$ cat src/rtl/mem_arbiter_if.sv
// Bundle of the IF/MEM requester handshakes and the memory port served by mem_arbiter.
// The slave modport is the arbiter's view; master is the CPU/memory side.
interface mem_arbiter_if #(
  parameter int ADDR_WIDTH = 32,
  parameter int DATA_WIDTH = 32
);
  logic                  if_req;
  logic [ADDR_WIDTH-1:0] if_addr;
  logic [DATA_WIDTH-1:0] if_rdata;
  logic                  if_ack;
  logic                  if_stall;

  logic                  mem_req;
  logic                  mem_we;
  logic [ADDR_WIDTH-1:0] mem_addr;
  logic [DATA_WIDTH-1:0] mem_wdata;
  logic [DATA_WIDTH-1:0] mem_rdata;
  logic                  mem_ack;
  logic                  mem_stall;

  logic                  ram_cs;
  logic                  ram_we;
  logic [ADDR_WIDTH-1:0] ram_addr;
  logic [DATA_WIDTH-1:0] ram_din;
  logic [DATA_WIDTH-1:0] ram_dout;
  logic                  ram_ready;

  logic                  busy;
  logic                  timeout_err;

  modport slave (
    input  if_req, if_addr, mem_req, mem_we, mem_addr, mem_wdata, ram_dout, ram_ready,
    output if_rdata, if_ack, if_stall, mem_rdata, mem_ack, mem_stall,
           ram_cs, ram_we, ram_addr, ram_din, busy, timeout_err
  );

  modport master (
    output if_req, if_addr, mem_req, mem_we, mem_addr, mem_wdata, ram_dout, ram_ready,
    input  if_rdata, if_ack, if_stall, mem_rdata, mem_ack, mem_stall,
           ram_cs, ram_we, ram_addr, ram_din, busy, timeout_err
  );
endinterface

$ cat src/rtl/mem_arbiter.sv
// Single-port memory arbiter between IF and MEM pipeline stages: MEM priority with a
// bounded burst before a waiting IF is forced in, and a watchdog on ram_ready.
module mem_arbiter #(
  parameter int ADDR_WIDTH    = 32,
  parameter int DATA_WIDTH    = 32,
  parameter int MAX_MEM_BURST = 4,
  parameter int TIMEOUT       = 255
) (
  input logic          clk,
  input logic          rst,
  mem_arbiter_if.slave bus
);

  typedef enum logic [1:0] {IDLE, IF_WAIT, MEM_WAIT, RESP} state_t;

  localparam logic [2:0] BURST_MAX = 3'(MAX_MEM_BURST);
  localparam logic [7:0] WAIT_MAX  = 8'(TIMEOUT);

  state_t                r_state;
  state_t                w_next;
  logic                  r_owner_mem;
  logic [2:0]            r_burst_cnt;
  logic [7:0]            r_wait_cnt;
  logic                  r_ram_cs;
  logic                  r_ram_we;
  logic [ADDR_WIDTH-1:0] r_ram_addr;
  logic [DATA_WIDTH-1:0] r_ram_din;
  logic [DATA_WIDTH-1:0] r_if_rdata;
  logic [DATA_WIDTH-1:0] r_mem_rdata;
  logic                  r_timeout_err;

  logic                  w_grant_mem;
  logic                  w_grant_if;
  logic                  w_ready;
  logic                  w_abort;
  logic                  w_if_ack;
  logic                  w_mem_ack;
  logic [DATA_WIDTH-1:0] w_capture;

  // NOTE: sequential state uses non-blocking assignments so every register samples pre-edge values.
  always_ff @(posedge clk or posedge rst) begin
    if (rst) r_state <= IDLE;
    else     r_state <= w_next;
  end

  // NOTE: every output of this block is defaulted first, so no path can infer a latch.
  always_comb begin
    w_next      = r_state;
    w_grant_mem = 1'b0;
    w_grant_if  = 1'b0;
    w_ready     = 1'b0;
    w_abort     = 1'b0;
    w_if_ack    = 1'b0;
    w_mem_ack   = 1'b0;
    unique case (r_state)
      IDLE: begin
        if (bus.mem_req && (!bus.if_req || r_burst_cnt < BURST_MAX)) begin
          w_grant_mem = 1'b1;
          w_next      = MEM_WAIT;
        end else if (bus.if_req) begin
          w_grant_if = 1'b1;
          w_next     = IF_WAIT;
        end
      end
      IF_WAIT, MEM_WAIT: begin
        if (bus.ram_ready) begin
          w_ready = 1'b1;
          w_next  = RESP;
        end else if (r_wait_cnt == WAIT_MAX) begin
          w_abort = 1'b1;
          w_next  = RESP;
        end
      end
      RESP: begin
        w_if_ack  = !r_owner_mem;
        w_mem_ack = r_owner_mem;
        w_next    = IDLE;
      end
      default: w_next = IDLE;
    endcase
  end

  // An aborted load/fetch returns zero rather than whatever the bus holds.
  assign w_capture = w_ready ? bus.ram_dout : '0;

  always_ff @(posedge clk or posedge rst) begin
    if (rst) begin
      r_owner_mem   <= 1'b0;
      r_burst_cnt   <= '0;
      r_wait_cnt    <= '0;
      r_ram_cs      <= 1'b0;
      r_ram_we      <= 1'b0;
      r_ram_addr    <= '0;
      r_ram_din     <= '0;
      r_if_rdata    <= '0;
      r_mem_rdata   <= '0;
      r_timeout_err <= 1'b0;
    end else begin
      if (w_grant_mem) begin
        r_ram_cs    <= 1'b1;
        r_ram_we    <= bus.mem_we;
        r_ram_addr  <= bus.mem_addr;
        r_ram_din   <= bus.mem_wdata;
        r_owner_mem <= 1'b1;
        if (!bus.if_req)                r_burst_cnt <= '0;
        else if (r_burst_cnt < BURST_MAX) r_burst_cnt <= r_burst_cnt + 3'd1;
      end else if (w_grant_if) begin
        r_ram_cs    <= 1'b1;
        r_ram_we    <= 1'b0;
        r_ram_addr  <= bus.if_addr;
        r_owner_mem <= 1'b0;
        r_burst_cnt <= '0;
      end

      if (r_state == IF_WAIT || r_state == MEM_WAIT) r_wait_cnt <= r_wait_cnt + 8'd1;
      else if (r_state == RESP)                      r_wait_cnt <= '0;

      if (w_ready || w_abort) begin
        r_ram_cs <= 1'b0;
        if (!r_ram_we) begin
          if (r_owner_mem) r_mem_rdata <= w_capture;
          else             r_if_rdata  <= w_capture;
        end
        if (w_abort) r_timeout_err <= 1'b1;
      end
    end
  end

  assign bus.if_rdata    = r_if_rdata;
  assign bus.if_ack      = w_if_ack;
  assign bus.if_stall    = bus.if_req & ~w_if_ack;
  assign bus.mem_rdata   = r_mem_rdata;
  assign bus.mem_ack     = w_mem_ack;
  assign bus.mem_stall   = bus.mem_req & ~w_mem_ack;
  assign bus.ram_cs      = r_ram_cs;
  assign bus.ram_we      = r_ram_we;
  assign bus.ram_addr    = r_ram_addr;
  assign bus.ram_din     = r_ram_din;
  assign bus.busy        = (r_state != IDLE);
  assign bus.timeout_err = r_timeout_err;

endmodule

$ cat src/flat_wrapper.sv
// flat-port wrapper written by rule: the top's interface ports become plain ports
module mem_arbiter_flat 
#(
  parameter int ADDR_WIDTH    = 32,
  parameter int DATA_WIDTH    = 32,
  parameter int MAX_MEM_BURST = 4,
  parameter int TIMEOUT       = 255
)
  (clk, rst, bus_if_req, bus_if_addr, bus_mem_req, bus_mem_we, bus_mem_addr, bus_mem_wdata, bus_ram_dout, bus_ram_ready, bus_if_rdata, bus_if_ack, bus_if_stall, bus_mem_rdata, bus_mem_ack, bus_mem_stall, bus_ram_cs, bus_ram_we, bus_ram_addr, bus_ram_din, bus_busy, bus_timeout_err);
  mem_arbiter_if #(.ADDR_WIDTH(ADDR_WIDTH), .DATA_WIDTH(DATA_WIDTH)) bus_i ();
  input logic clk;
  input logic rst;
  input wire logic [$bits(bus_i.if_req)-1:0] bus_if_req;
  input wire logic [$bits(bus_i.if_addr)-1:0] bus_if_addr;
  input wire logic [$bits(bus_i.mem_req)-1:0] bus_mem_req;
  input wire logic [$bits(bus_i.mem_we)-1:0] bus_mem_we;
  input wire logic [$bits(bus_i.mem_addr)-1:0] bus_mem_addr;
  input wire logic [$bits(bus_i.mem_wdata)-1:0] bus_mem_wdata;
  input wire logic [$bits(bus_i.ram_dout)-1:0] bus_ram_dout;
  input wire logic [$bits(bus_i.ram_ready)-1:0] bus_ram_ready;
  output wire logic [$bits(bus_i.if_rdata)-1:0] bus_if_rdata;
  output wire logic [$bits(bus_i.if_ack)-1:0] bus_if_ack;
  output wire logic [$bits(bus_i.if_stall)-1:0] bus_if_stall;
  output wire logic [$bits(bus_i.mem_rdata)-1:0] bus_mem_rdata;
  output wire logic [$bits(bus_i.mem_ack)-1:0] bus_mem_ack;
  output wire logic [$bits(bus_i.mem_stall)-1:0] bus_mem_stall;
  output wire logic [$bits(bus_i.ram_cs)-1:0] bus_ram_cs;
  output wire logic [$bits(bus_i.ram_we)-1:0] bus_ram_we;
  output wire logic [$bits(bus_i.ram_addr)-1:0] bus_ram_addr;
  output wire logic [$bits(bus_i.ram_din)-1:0] bus_ram_din;
  output wire logic [$bits(bus_i.busy)-1:0] bus_busy;
  output wire logic [$bits(bus_i.timeout_err)-1:0] bus_timeout_err;
  assign bus_i.if_req = bus_if_req;
  assign bus_i.if_addr = bus_if_addr;
  assign bus_i.mem_req = bus_mem_req;
  assign bus_i.mem_we = bus_mem_we;
  assign bus_i.mem_addr = bus_mem_addr;
  assign bus_i.mem_wdata = bus_mem_wdata;
  assign bus_i.ram_dout = bus_ram_dout;
  assign bus_i.ram_ready = bus_ram_ready;
  assign bus_if_rdata = bus_i.if_rdata;
  assign bus_if_ack = bus_i.if_ack;
  assign bus_if_stall = bus_i.if_stall;
  assign bus_mem_rdata = bus_i.mem_rdata;
  assign bus_mem_ack = bus_i.mem_ack;
  assign bus_mem_stall = bus_i.mem_stall;
  assign bus_ram_cs = bus_i.ram_cs;
  assign bus_ram_we = bus_i.ram_we;
  assign bus_ram_addr = bus_i.ram_addr;
  assign bus_ram_din = bus_i.ram_din;
  assign bus_busy = bus_i.busy;
  assign bus_timeout_err = bus_i.timeout_err;
  mem_arbiter #(.ADDR_WIDTH(ADDR_WIDTH), .DATA_WIDTH(DATA_WIDTH), .MAX_MEM_BURST(MAX_MEM_BURST), .TIMEOUT(TIMEOUT)) u_core (.clk(clk), .rst(rst), .bus(bus_i));
endmodule
$ cat config.mk
export PLATFORM = sky130hd
export DESIGN_NAME = mem_arbiter_flat
export DESIGN_NICKNAME = d
export VERILOG_FILES = /design/src/rtl/mem_arbiter_if.sv /design/src/rtl/mem_arbiter.sv /design/src/flat_wrapper.sv
export SDC_FILE = /design/constraint.sdc
export NUM_CORES = 1
export LEC_CHECK = 0
export BUFFER_PORTS_ARGS = -buffer_cell sky130_fd_sc_hd__buf_2
export CAP_MARGIN = 15
export CELL_PAD_IN_SITES_DETAIL_PLACEMENT = 1
export CELL_PAD_IN_SITES_GLOBAL_PLACEMENT = 1
export CORE_ASPECT_RATIO = 0.8
export CORE_MARGIN = 4
export CORE_UTILIZATION = 37
export CTS_BUF_LIST = sky130_fd_sc_hd__clkbuf_8
export DETAILED_ROUTE_END_ITERATION = 12
export GPL_ROUTABILITY_DRIVEN = 0
export GPL_TIMING_DRIVEN = 0
export PLACE_DENSITY = 0.89
export SLEW_MARGIN = 20
export SYNTH_ARGS = -nofsm -noshare
export SYNTH_HDL_FRONTEND = slang
export SYNTH_SLANG_ARGS = --single-unit
export TNS_END_PERCENT = 30
$ cat constraint.sdc
create_clock -name clk -period 5.89 [get_ports clk]
set_input_delay 0.8835 -clock clk [delete_from_list [all_inputs] [get_ports clk]]
set_output_delay 0.8835 -clock clk [all_outputs]
set_load 0.005 [all_outputs]
# --- Word-level counts from Yosys, hierarchy flattened ---
# Index checks and enable logic that the tools add are counted.
totals:
  register_bits: 145
  inputBits: 134
  output_inout_bits: 136
classes:
  addsub: 2
  magnitude_cmp: 1
  n_eq_ne: 7
  n_mux: 32
  bitwise: 6
  reduce_logical: 17
ops:
  columns: ["cell", "count"]
  rows:
  - ["$mux W32", 3]
  - ["$mux W1", 18]
  - ["$mux W8", 2]
  - ["$mux W3", 4]
  - ["$add A8 B1 Y8 const B", 1]
  - ["$eq A8 B8 Y1 const B", 1]
  - ["$mux W2", 4]
  - ["$ne A3 B2 Y1 const B", 2]
  - ["$pmux W2 S3", 1]
  - ["$reduce_and A2 Y1", 3]
  - ["$reduce_and A3 Y1", 2]
  - ["$reduce_bool A2 Y1", 3]
  - ["$eq A2 B2 Y1 const B", 2]
  - ["$not A1 Y1", 4]
  - ["$add A3 B1 Y3 const B", 1]
  - ["$logic_or A1 B1 Y1", 3]
  - ["$lt A3 B3 Y1 const B", 1]
  - ["$ne A3 B3 Y1 const B", 1]
  - ["$reduce_bool A3 Y1", 1]
  - ["$and A1 B1 Y1", 2]
  - ["$eq A2 B1 Y1 const B", 1]
  - ["$logic_not A1 Y1", 2]
  - ["$logic_not A2 Y1", 1]
  - ["$reduce_or A2 Y1", 1]
  - ["$logic_and A1 B1 Y1", 1]

# --- Longest topological paths before layout ---
# Gate-level depths: netlist of run 1.
depth:
  word_depth: 8
  mapped_depth: 7
  mapped_depth_nobuf: 6

# --- Worst setup path before layout of run 1 ---
# OpenSTA, ideal clock, no wires.
synth_path:
  path_type: "input -> register"
  from: "in bus_if_req"
  to: "reg u_core.r_ram_din[10], in the netlist u_core.bus.ram_din[10]"
  setup_ns: 0.127
  arrival_time_ns: 1.971
  slack_ns: 3.792
  stages: 6
  n_path_buf: 3
  cell_sequence: "buf_2 a21bo_1 buf_2 nor2_8 buf_6 mux2_1"
synth_via:
  elab_chain_len: 5
synth_lines:
  columns: ["item", "line", "rtl"]
  rows:
  - ["from (decl)", "flat_wrapper.sv:13", "input wire logic [$bits(bus_i.if_req)-1:0] bus_if_req;"]
  - ["$logic_not A1 Y1", "mem_arbiter.sv:57", "if (bus.mem_req && (!bus.if_req || r_burst_cnt < BURST_MAX)) begin"]
  - ["$logic_or A1 B1 Y1", "mem_arbiter.sv:57", null]
  - ["$logic_and A1 B1 Y1", "mem_arbiter.sv:57", null]
  - ["$mux W1", "mem_arbiter.sv:57", null]
  - ["$mux W1", "mem_arbiter.sv:55", "unique case (r_state)"]
  - ["to (signal assigned)", "mem_arbiter.sv:103", "r_ram_din <= bus.mem_wdata;"]
  - ["to (decl)", "mem_arbiter.sv:27", "logic [DATA_WIDTH-1:0] r_ram_din;"]
# Every way passes these cells.
# A chain may end at the register's enable or synchronous reset.

# --- Worst setup path after layout of run 1 ---
layout_path:
  from: "reg u_core.r_state[1]"
  to: "out bus_busy"
layout_via:
  elab_chain_len: 1
layout_lines:
  columns: ["item", "line", "rtl"]
  rows:
  - ["from (decl)", "mem_arbiter.sv:19", "state_t r_state;"]
  - ["from (signal assigned)", "mem_arbiter.sv:43", "else r_state <= w_next;"]
  - ["$reduce_bool A2 Y1", "mem_arbiter.sv:139", "assign bus.busy = (r_state != IDLE);"]
  - ["to (decl)", "flat_wrapper.sv:31", "output wire logic [$bits(bus_i.busy)-1:0] bus_busy;"]
# Every way passes these cells.

==> results of run 1 <==
[where the power goes]
part	switching, uW	internal [uW]	leakage (uW)	total [uW]
clock network	406	390	0.000204	797
logic	863	807	0.00209	1670
registers	259	1450	0.00181	1710
total	1530	2640	0.00410	4170
[final timing paths]
check                           depth (start not counted)                        to  slack, ns                    from
max in group asynchronous                               3   u_core.bus.if_rdata[19]       4.68                     rst
worst min register to register                          1    u_core.bus.timeout_err       0.48  u_core.bus.timeout_err
worst max register to register                          6  u_core.bus.mem_rdata[15]       3.93       u_core.r_state[0]
worst max-delay path                                    4                  bus_busy       3.49       u_core.r_state[1]
min in group asynchronous                               2    u_core.bus.ram_addr[9]       0.49                     rst
worst min-delay path                                    1    u_core.bus.timeout_err       0.48  u_core.bus.timeout_err
[worst reg2reg max path: cells and delay by family, from the launching register on]
family | cells | cell delay [ns]
AND/OR/NAND/NOR | 1 | 0.24
buffers and inverters | 3 | 0.69
adder cells (fa/ha/maj) | 1 | 0.35
AO/OA/AOI/OAI | 1 | 0.20
flip-flops | 1 | 0.37
[layout by cell type, fill, tap and decap left out, types with 3 or more instances in the layout]
cell	instances
ha_1	4
inv_1	4
buf_6	10
buf_2	281
dfrtp_1	145
mux2_1	32
nor2_1	4
clkbuf_8	17
inv_6	5
and3_1	3
nand2_1	40
clkbuf_1	9
o22ai_1	32
o21ai_1	34
inv_8	4
a22o_1	67
nand3_1	8
o21ai_0	7
nor2b_1	7
buf_1	3
[per-stage QoR]
stage	setup TNS [ns]	util [%]	total power [uW]	instance area, sq um
after floorplan	0	-	2573	5782
after global placement	-66.33	48.70	3290	7386
after detailed placement	0	48.94	3411	7421
after CTS	0	51.61	4233	7826
after global routing	0	51.61	4463	7826
final	0	51.61	4173	7826
[kinds of logic (layout without fill, tap and decap cells)]
logic type	after synthesis	after routing	synth area share [%]
mux	35	35	6.795
compound gates	151	151	18.74
flops	145	145	62.76
simple gates	74	74	6.535
fa+ha+maj	4	4	0.8656
buf+inv	41	342	4.306
[sequential cells by signal (all words and copies together), names as in the netlist]
register / cells
u_core.bus.timeout_err: 1
u_core.bus.ram_din: 32
u_core.bus.ram_we: 1
u_core.bus.mem_rdata: 32
u_core.bus.ram_cs: 1
u_core.r_burst_cnt: 3
u_core.bus.if_rdata: 32
u_core.r_state: 2
u_core.bus.ram_addr: 32
u_core.r_wait_cnt: 8
u_core.r_owner_mem: 1
[area by class of cell]
type / count / area (sq um) / share of cell area [%]
tap: 210 / 262.8 / 3.357
clock buffer: 17 / 234.0 / 2.990
sequential: 145 / 3628 / 46.36
buffer: 36 / 230.2 / 2.942
multi-input combinational: 264 / 1904 / 24.33
timing repair buffer: 269 / 1369 / 17.49
clock inverter: 15 / 171.4 / 2.190
inverter: 5 / 26.28 / 0.3357
[per-layer routing]
metal	global-route usage [%]	routed length, um	vias up
met2	35.26	9382	171
met1	24.81	7472	2459
li1	-	-	2239
met3	5.436	1203	31
met4	6.461	352	0
met5	0	0	-
==> out/metrics.cfg, run 1 <==
[placement]
dp_hpwl_um = 14150
portBuffers = 268
place_ws_ns = 3.579
place_inst = 929

[setup_path]
worstPathArrival_ns = 1.52
slowest_delay_ns = 0.39
start_kind = flip-flop
path_cells = inv_1 > ha_1 > inv_1 > buf_2
cp_top_family = buffers and inverters
critPathKind = reg2out
critical_path_required_ns = 5.01
crit_top_cell = inv_1
cp-end-kind = output port
crit_fanout = 6
crit_path_top_delay_cell = dfrtp_1
worst-path-buf-inv = 3

[cts]
cts-buffers-inserted = 17
cts-root-buf = clkbuf_8
cts.repair.resized = 0
holdBufCountCts = 0
cts_htree_levels = 4
cts.reportedPaths.clkPinSlew_ns = 0.08
worstSkewPairLatency_ns = 0.44
cts_tree = built
cts_buffer_depth = 2
cts_setup_buffers = 0
cts.sinks = 145

[finish]
syn_to_final_growth_pct = 35.36
fin_nets = 876
drive_gt1_share_pct = 44.34
fin_cells = 961
num_antenna_cells = 0
fillCellCount = 1717

[timing]
slew_violations = 0
worst_pin_slew_ns = 0.5417
max_slew_margin_pct = 63.64
period_share_pct = 40.76
finClkSkew_ns = 0.01077
fmax_mhz = 416.5
hold_slack_ns = 0.4761
finalSetupViolCount = 0
hold_violations = 0
rsz0062_at_grt = no
min_period_ns = 2.401
finalWorstSetupSlack_ns = 3.489

[synth]
synth_top_flop_cell = dfrtp_1
synth_largest_area_cell = dfrtp_1
synth_cell_types = 39
synth_nets = 588
synth_commonest_cells = dfrtp_1 (145), a22o_1 (67), nand2_1 (40)
netlist.area_leader.share_pct = 62.76
yosysMostFrequentCell = dfrtp_1
netlist_top_cells_area = dfrtp_1 (63%), a22o_1 (10%), mux2_1 (6.2%)
postSynthCellCount = 450
syn_area_per_cell_sq_um = 12.85
ys_seq_area_share_pct = 62.76
synth_area_sq_mm = 0.005782
async_reset_ff_share_pct = 100.0
synth-seq-cells = 145
yosysWarnings = 0
synth-edff-count = 0

[die]
coreArea_sq_mm = 0.01516
fp.dieW_um = 147.8
die_y_um = 119.8
dieArea_sq_mm = 0.01770
rows = 40
start_util_pct = 38.13
num_io_pins = 270

[power_and_ir_drop]
ir_drop_v = 0.0002427
power_leakage_uw = 0.004099
powerDensity_mw_per_mm2 = 533.2

[worst_hold_path]
hp-class = reg2reg

[drt]
routed_wl_um = 18410
ant_nets = 0
drtPass1Iterations = 4
drtIter0Drc = 227
wire_per_inst_um = 19.16
drc = 0
num_vias = 4900
viasPerCell = 5.099

[global_routing]
grt_antenna_before_repair = 0
grt_max_degree = 80
grtUsageTotal_pct = 20.35
grt_pass1_vias = 5215
grt_pass1_wl_um = 28390
grt_remaining_overflow = 0

[flow_run]
drv_cap = 0

[outcome]
status = finished, final reports clean

Power figures use the tool's default switching activity.
==> run 2, diff against run 1 <==
CORE_UTILIZATION = 33   (was 37)
PLACE_DENSITY = 0.84   (was 0.89)
clock period = 1.9 ns   (was 5.89 ns; I/O delays follow)
==> out/metrics.cfg, run 2 (synthesized netlist as in run 1, its figures left out) <==
[placement]
dp_hpwl_um = 14300
portBuffers = 268
place_ws_ns = -0.09219
place_inst = 942

[cts]
cts_tree = built
cts-buffers-inserted = 17
cts_htree_levels = 4
cts-root-buf = clkbuf_8
cts_buffer_depth = 2
cts.reportedPaths.clkPinSlew_ns = 0.10
cts.sinks = 145
cts_setup_buffers = 0
worstSkewPairLatency_ns = 0.45

[drt]
drtIter0Drc = 247
viasPerCell = 5.006
drc = 0
routed_wl_um = 18660
wire_per_inst_um = 19.10
num_vias = 4891
ant_nets = 0
drtPass1Iterations = 4

[setup_path]
start_kind = flip-flop
crit_fanout = 10
critical_path_required_ns = 2.23
cp-end-kind = flip-flop
worstPathArrival_ns = 2.15
critPathKind = reg2reg

[timing]
slew_violations = 0
finalWorstSetupSlack_ns = 0.07252
max_slew_margin_pct = 60.28
finClkSkew_ns = 0.01960
rsz0062_at_grt = no
worst_pin_slew_ns = 0.5945
hold_slack_ns = 0.04527
finalSetupViolCount = 0
hold_violations = 0
fmax_mhz = 547.2
min_period_ns = 1.827
period_share_pct = 96.18

[finish]
layout_commonest_cell = buf_2
syn_to_final_growth_pct = 37.81
drive_gt1_share_pct = 44.84
final_cell_mix = buf_2 (276), dfrtp_1 (145), a22o_1 (67)
post-route-util_pct = 47.23
fin_cells = 977
fin_nets = 881

[die]
dieArea_sq_mm = 0.01972
coreArea_sq_mm = 0.01687
fp.dieW_um = 156.0
num_io_pins = 270
rows = 42
start_util_pct = 34.28
die_y_um = 126.4

[global_routing]
grt_antenna_before_repair = 1
grt_remaining_overflow = 0
grt_pass1_vias = 5161
grt_pass1_wl_um = 28970
grtUsageTotal_pct = 18.63
grt_max_degree = 35

[worst_hold_path]
hp-class = in2reg

[power_and_ir_drop]
total_power_uw = 13130
swShare_pct = 36.70
ir_drop_v = 0.0005645
powerDensity_mw_per_mm2 = 1648
p_comb_share_pct = 39.8
power_frac_seq_pct = 40.2
power_switching_uw = 4819
p_clk_share_pct = 20.0
power_leakage_uw = 0.004150
p_int_uw = 8310

[outcome]
status = finished, final reports clean

[flow_run]
drv_cap = 0

run 2: cell types whose count changed in the layout (fill, tap and decap cells not counted), moves of 2 or more:
cell	previous run	this run
buf_4	1	4
clkbuf_4	0	3
clkinv_8	0	2
buf_12	0	4
buf_2	281	276
dlygate4sd3_1	0	2
run 2: stage by stage:
| step | setup TNS [ns] | instance area, sq um |
|---|---|---|
| 4_1_cts | 0 | 7940 |
| 2_1_floorplan | -29.58 | 5786 |
| 3_5_place_dp | -3.198 | 7482 |
| 6_report | 0 | 7968 |
| 3_3_place_gp | -165.35 | 7402 |
| 5_1_grt | 0 | 7968 |
run 2: cell type report:
cell class              count  area (sq um)
inverters                   5         22.52
flip-flops and latches    145          3628
fillers                  1919          8901
multi-input cells         264          1922
well taps                 220         275.3
diodes                      1         2.502
repair buffers            274          1441
clock inverters            15         195.2
clock buffers              17         234.0
plain buffers              36         246.5
run 2: timing repair:
item,4_1_cts,5_1_grt
resized for setup,3,9
hold endpoints to repair,17,1
endpoints found under the setup margin,62,24
hold buffers,1,1
run 2: critical path, stage by stage (launching register included):
cell and delay (ns):
dfrtp_1 0.42, inv_1 0.11, ha_4 0.23, nor3b_2 0.17, and2_1 0.16, buf_2 0.15
clkbuf_4 0.20, a22o_1 0.27
run 2: worst paths after layout:
check                                        from  cells after the start                      end  slack (ns)
hold reg to reg            u_core.bus.timeout_err                      1   u_core.bus.timeout_err        0.47
setup / recovery                u_core.r_state[0]                      7  u_core.bus.if_rdata[21]        0.07
min in group asynchronous                     rst                      3  u_core.bus.if_rdata[18]        0.42
hold / removal                  bus_mem_wdata[12]                      2   u_core.bus.ram_din[12]        0.05
setup reg to reg                u_core.r_state[0]                      7  u_core.bus.if_rdata[21]        0.07
max in group asynchronous                     rst                      5  u_core.bus.ram_addr[28]        0.70
run 2: metal layers:
layer | routed length [um] | vias up | global-route usage [%] | share of wire, %
li1 | - | 2247 | - | -
met1 | 7758 | 2451 | 23.57 | 42
met2 | 9361 | 161 | 30.96 | 50
met3 | 1103 | 32 | 4.631 | 5.9
met4 | 438 | 0 | 6.897 | 2.3
met5 | 0 | - | 0 | 0
run 2: power groups by stage:
| stage | clock network, uW | logic (uW) | registers [uW] |
|---|---|---|---|
| after floorplan | 0 | 2630 | 5340 |
| after detailed placement | 0 | 5250 | 5310 |
| final | 2620 | 5220 | 5280 |
| after global routing | 2850 | 5780 | 5460 |
| after CTS | 2700 | 5320 | 5280 |
| after global placement | 0 | 4990 | 5240 |
==> run 3, diff against run 2 <==
PLACE_DENSITY = 0.86   (was 0.84)
TNS_END_PERCENT = 100   (was 30)
==> out/metrics.cfg, run 3 (synthesized netlist as in run 1, its figures left out) <==
[outcome]
status = finished, final reports clean

[finish]
num_antenna_cells = 0
final_cell_mix = buf_2 (274), dfrtp_1 (145), a22o_1 (67)
syn_to_final_growth_pct = 37.33
multiInputGateArea_sq_mm = 0.001918
drive_gt1_share_pct = 45.25
seqCellArea_sq_mm = 0.003628
fin_nets = 883
fillCellCount = 1895
layout_commonest_cell = buf_2

[drt]
drtIter0Drc = 207
wire_per_inst_um = 19.08
viasPerCell = 4.951
num_vias = 4842
drc = 0
drtPass1Iterations = 4
ant_nets = 0
routed_wl_um = 18670

[setup_path]
path_depth = 7
worstPathArrival_ns = 2.20
critical_path_required_ns = 2.28
cp-end-kind = flip-flop
crit_fanout = 10
crit_path_top_delay_cell = dfrtp_1
cp_top_family = compound AO/OA/AOI/OAI gates
path_cells = ha_1 > and3_1 > buf_4 > a31o_4 > nand2_2 > clkbuf_4 > a22o_1
worst-path-buf-inv = 2
critPathKind = reg2reg
start_kind = flip-flop
slowest_delay_ns = 0.42
rr_worst_depth = 7

[cts]
cts_tree = built
cts_buffer_depth = 2
cts-root-buf = clkbuf_8
cts-buffers-inserted = 17
cts.sinks = 145
cts.reportedPaths.clkPinSlew_ns = 0.09
cts_htree_levels = 4
worstSkewPairLatency_ns = 0.45

[global_routing]
grt_remaining_overflow = 0
grt_pass1_vias = 5173
grt_pass1_wl_um = 28640
grtUsageTotal_pct = 18.46
grt_antenna_before_repair = 0
grt_max_degree = 36

[timing]
worst_pin_slew_ns = 0.5722
finClkSkew_ns = 0.02014
rsz0062_at_grt = yes
fmax_mhz = 549.4
finalWorstSetupSlack_ns = 0.07979
hold_violations = 0
slew_violations = 0
finalSetupViolCount = 0
min_period_ns = 1.820
tns_ns = 0
max_slew_margin_pct = 61.60
period_share_pct = 95.80

[placement]
place_ws_ns = -0.06000
dp_hpwl_um = 14490
portBuffers = 268

[die]
rows = 42
start_util_pct = 34.28
die_y_um = 126.4
num_io_pins = 270
fp.dieW_um = 156.0
dieArea_sq_mm = 0.01972
coreArea_sq_mm = 0.01687

[worst_hold_path]
hold_path_depth = 2
hp-class = in2reg

[power_and_ir_drop]
power_leakage_uw = 0.004139
p_comb_share_pct = 40.9
p_clk_share_pct = 18.2
powerDensity_mw_per_mm2 = 1628
swShare_pct = 37.35
p_int_uw = 8100
ir_drop_v = 0.0005506
power_switching_uw = 4829
power_frac_seq_pct = 40.9

[flow_run]
drv_cap = 0

-- run 3: changes by cell type in the layout (fill, tap and decap cells not counted), sizes merged --
cell	before	now
bufinv	2	0
clkbuf	29	31
clkinv	5	3
clkinvlp	1	3
buf	296	297
diode	1	0
inv	12	13
-- run 3: timing repair --
| action | CTS | global route |
|---|---|---|
| setup buffers | 0 | 3 |
| hold buffers | 1 | 1 |
| hold endpoints to repair | 21 | 1 |
| pin swaps | 0 | 1 |
| setup endpoints to repair | 64 | 65 |
| resized for setup | 3 | 14 |
-- run 3: final timing paths --
check / slack, ns / from / end
worst max-delay path: 0.08 / u_core.r_wait_cnt[0] / u_core.bus.if_rdata[5]
worst min-delay path: 0.04 / bus_mem_wdata[18] / u_core.bus.ram_din[18]
worst max register to register: 0.08 / u_core.r_wait_cnt[0] / u_core.bus.if_rdata[5]
worst min register to register: 0.48 / u_core.bus.timeout_err / u_core.bus.timeout_err
max in group asynchronous: 0.66 / rst / u_core.bus.if_rdata[0]
min in group asynchronous: 0.42 / rst / u_core.bus.ram_din[9]
-- run 3: layout make-up --
class | instances | share of cell area, %
Clock buffer | 18 | 3.120
Clock inverter | 14 | 1.702
Timing Repair Buffer | 277 | 18.44
Buffer | 35 | 3.136
Inverter | 5 | 0.2836
Tap cell | 220 | 3.467
Multi-Input combinational cell | 264 | 24.16
Sequential cell | 145 | 45.70
-- run 3: power groups by stage --
stage	Clock (uW)	Combinational, uW	Sequential (uW)
final	2360	5290	5280
after CTS	2440	5290	5280
after detailed placement	0	5240	5330
after floorplan	0	2630	5340
after global placement	0	5000	5210
after global routing	2580	5830	5460
-- run 3: worst register-to-register path, cell delays in order (launching register included) --
cell	delay, ns
dfrtp_1	0.42
ha_1	0.23
and3_1	0.18
buf_4	0.15
a31o_4	0.25
nand2_2	0.12
clkbuf_4	0.24
a22o_1	0.17
-- run 3: through the flow --
step / utilization [%] / hold WS, ns / area, sq um / total power (uW) / instances
CTS: 46.74 / 0.004123 / 7884 / 13020 / 975
finish: 47.07 / 0.04356 / 7940 / 12930 / 978
floorplan: - / 0.4197 / 5786 / 7977 / 450
detailed placement: 44.36 / 0.3612 / 7482 / 10570 / 942
global route: 47.07 / 0.007868 / 7940 / 13870 / 978
global placement: 43.88 / 0.4585 / 7402 / 10210 / 938
-- run 3: metal layers --
metal / share of wire [%] / GRT usage, % / up-vias
met2: 51 / 31.90 / 148
li1: - / - / 2243
met5: 0 / 0 / -
met4: 1.5 / 4.786 / 0
met1: 42 / 23.10 / 2434
met3: 5.9 / 4.733 / 17
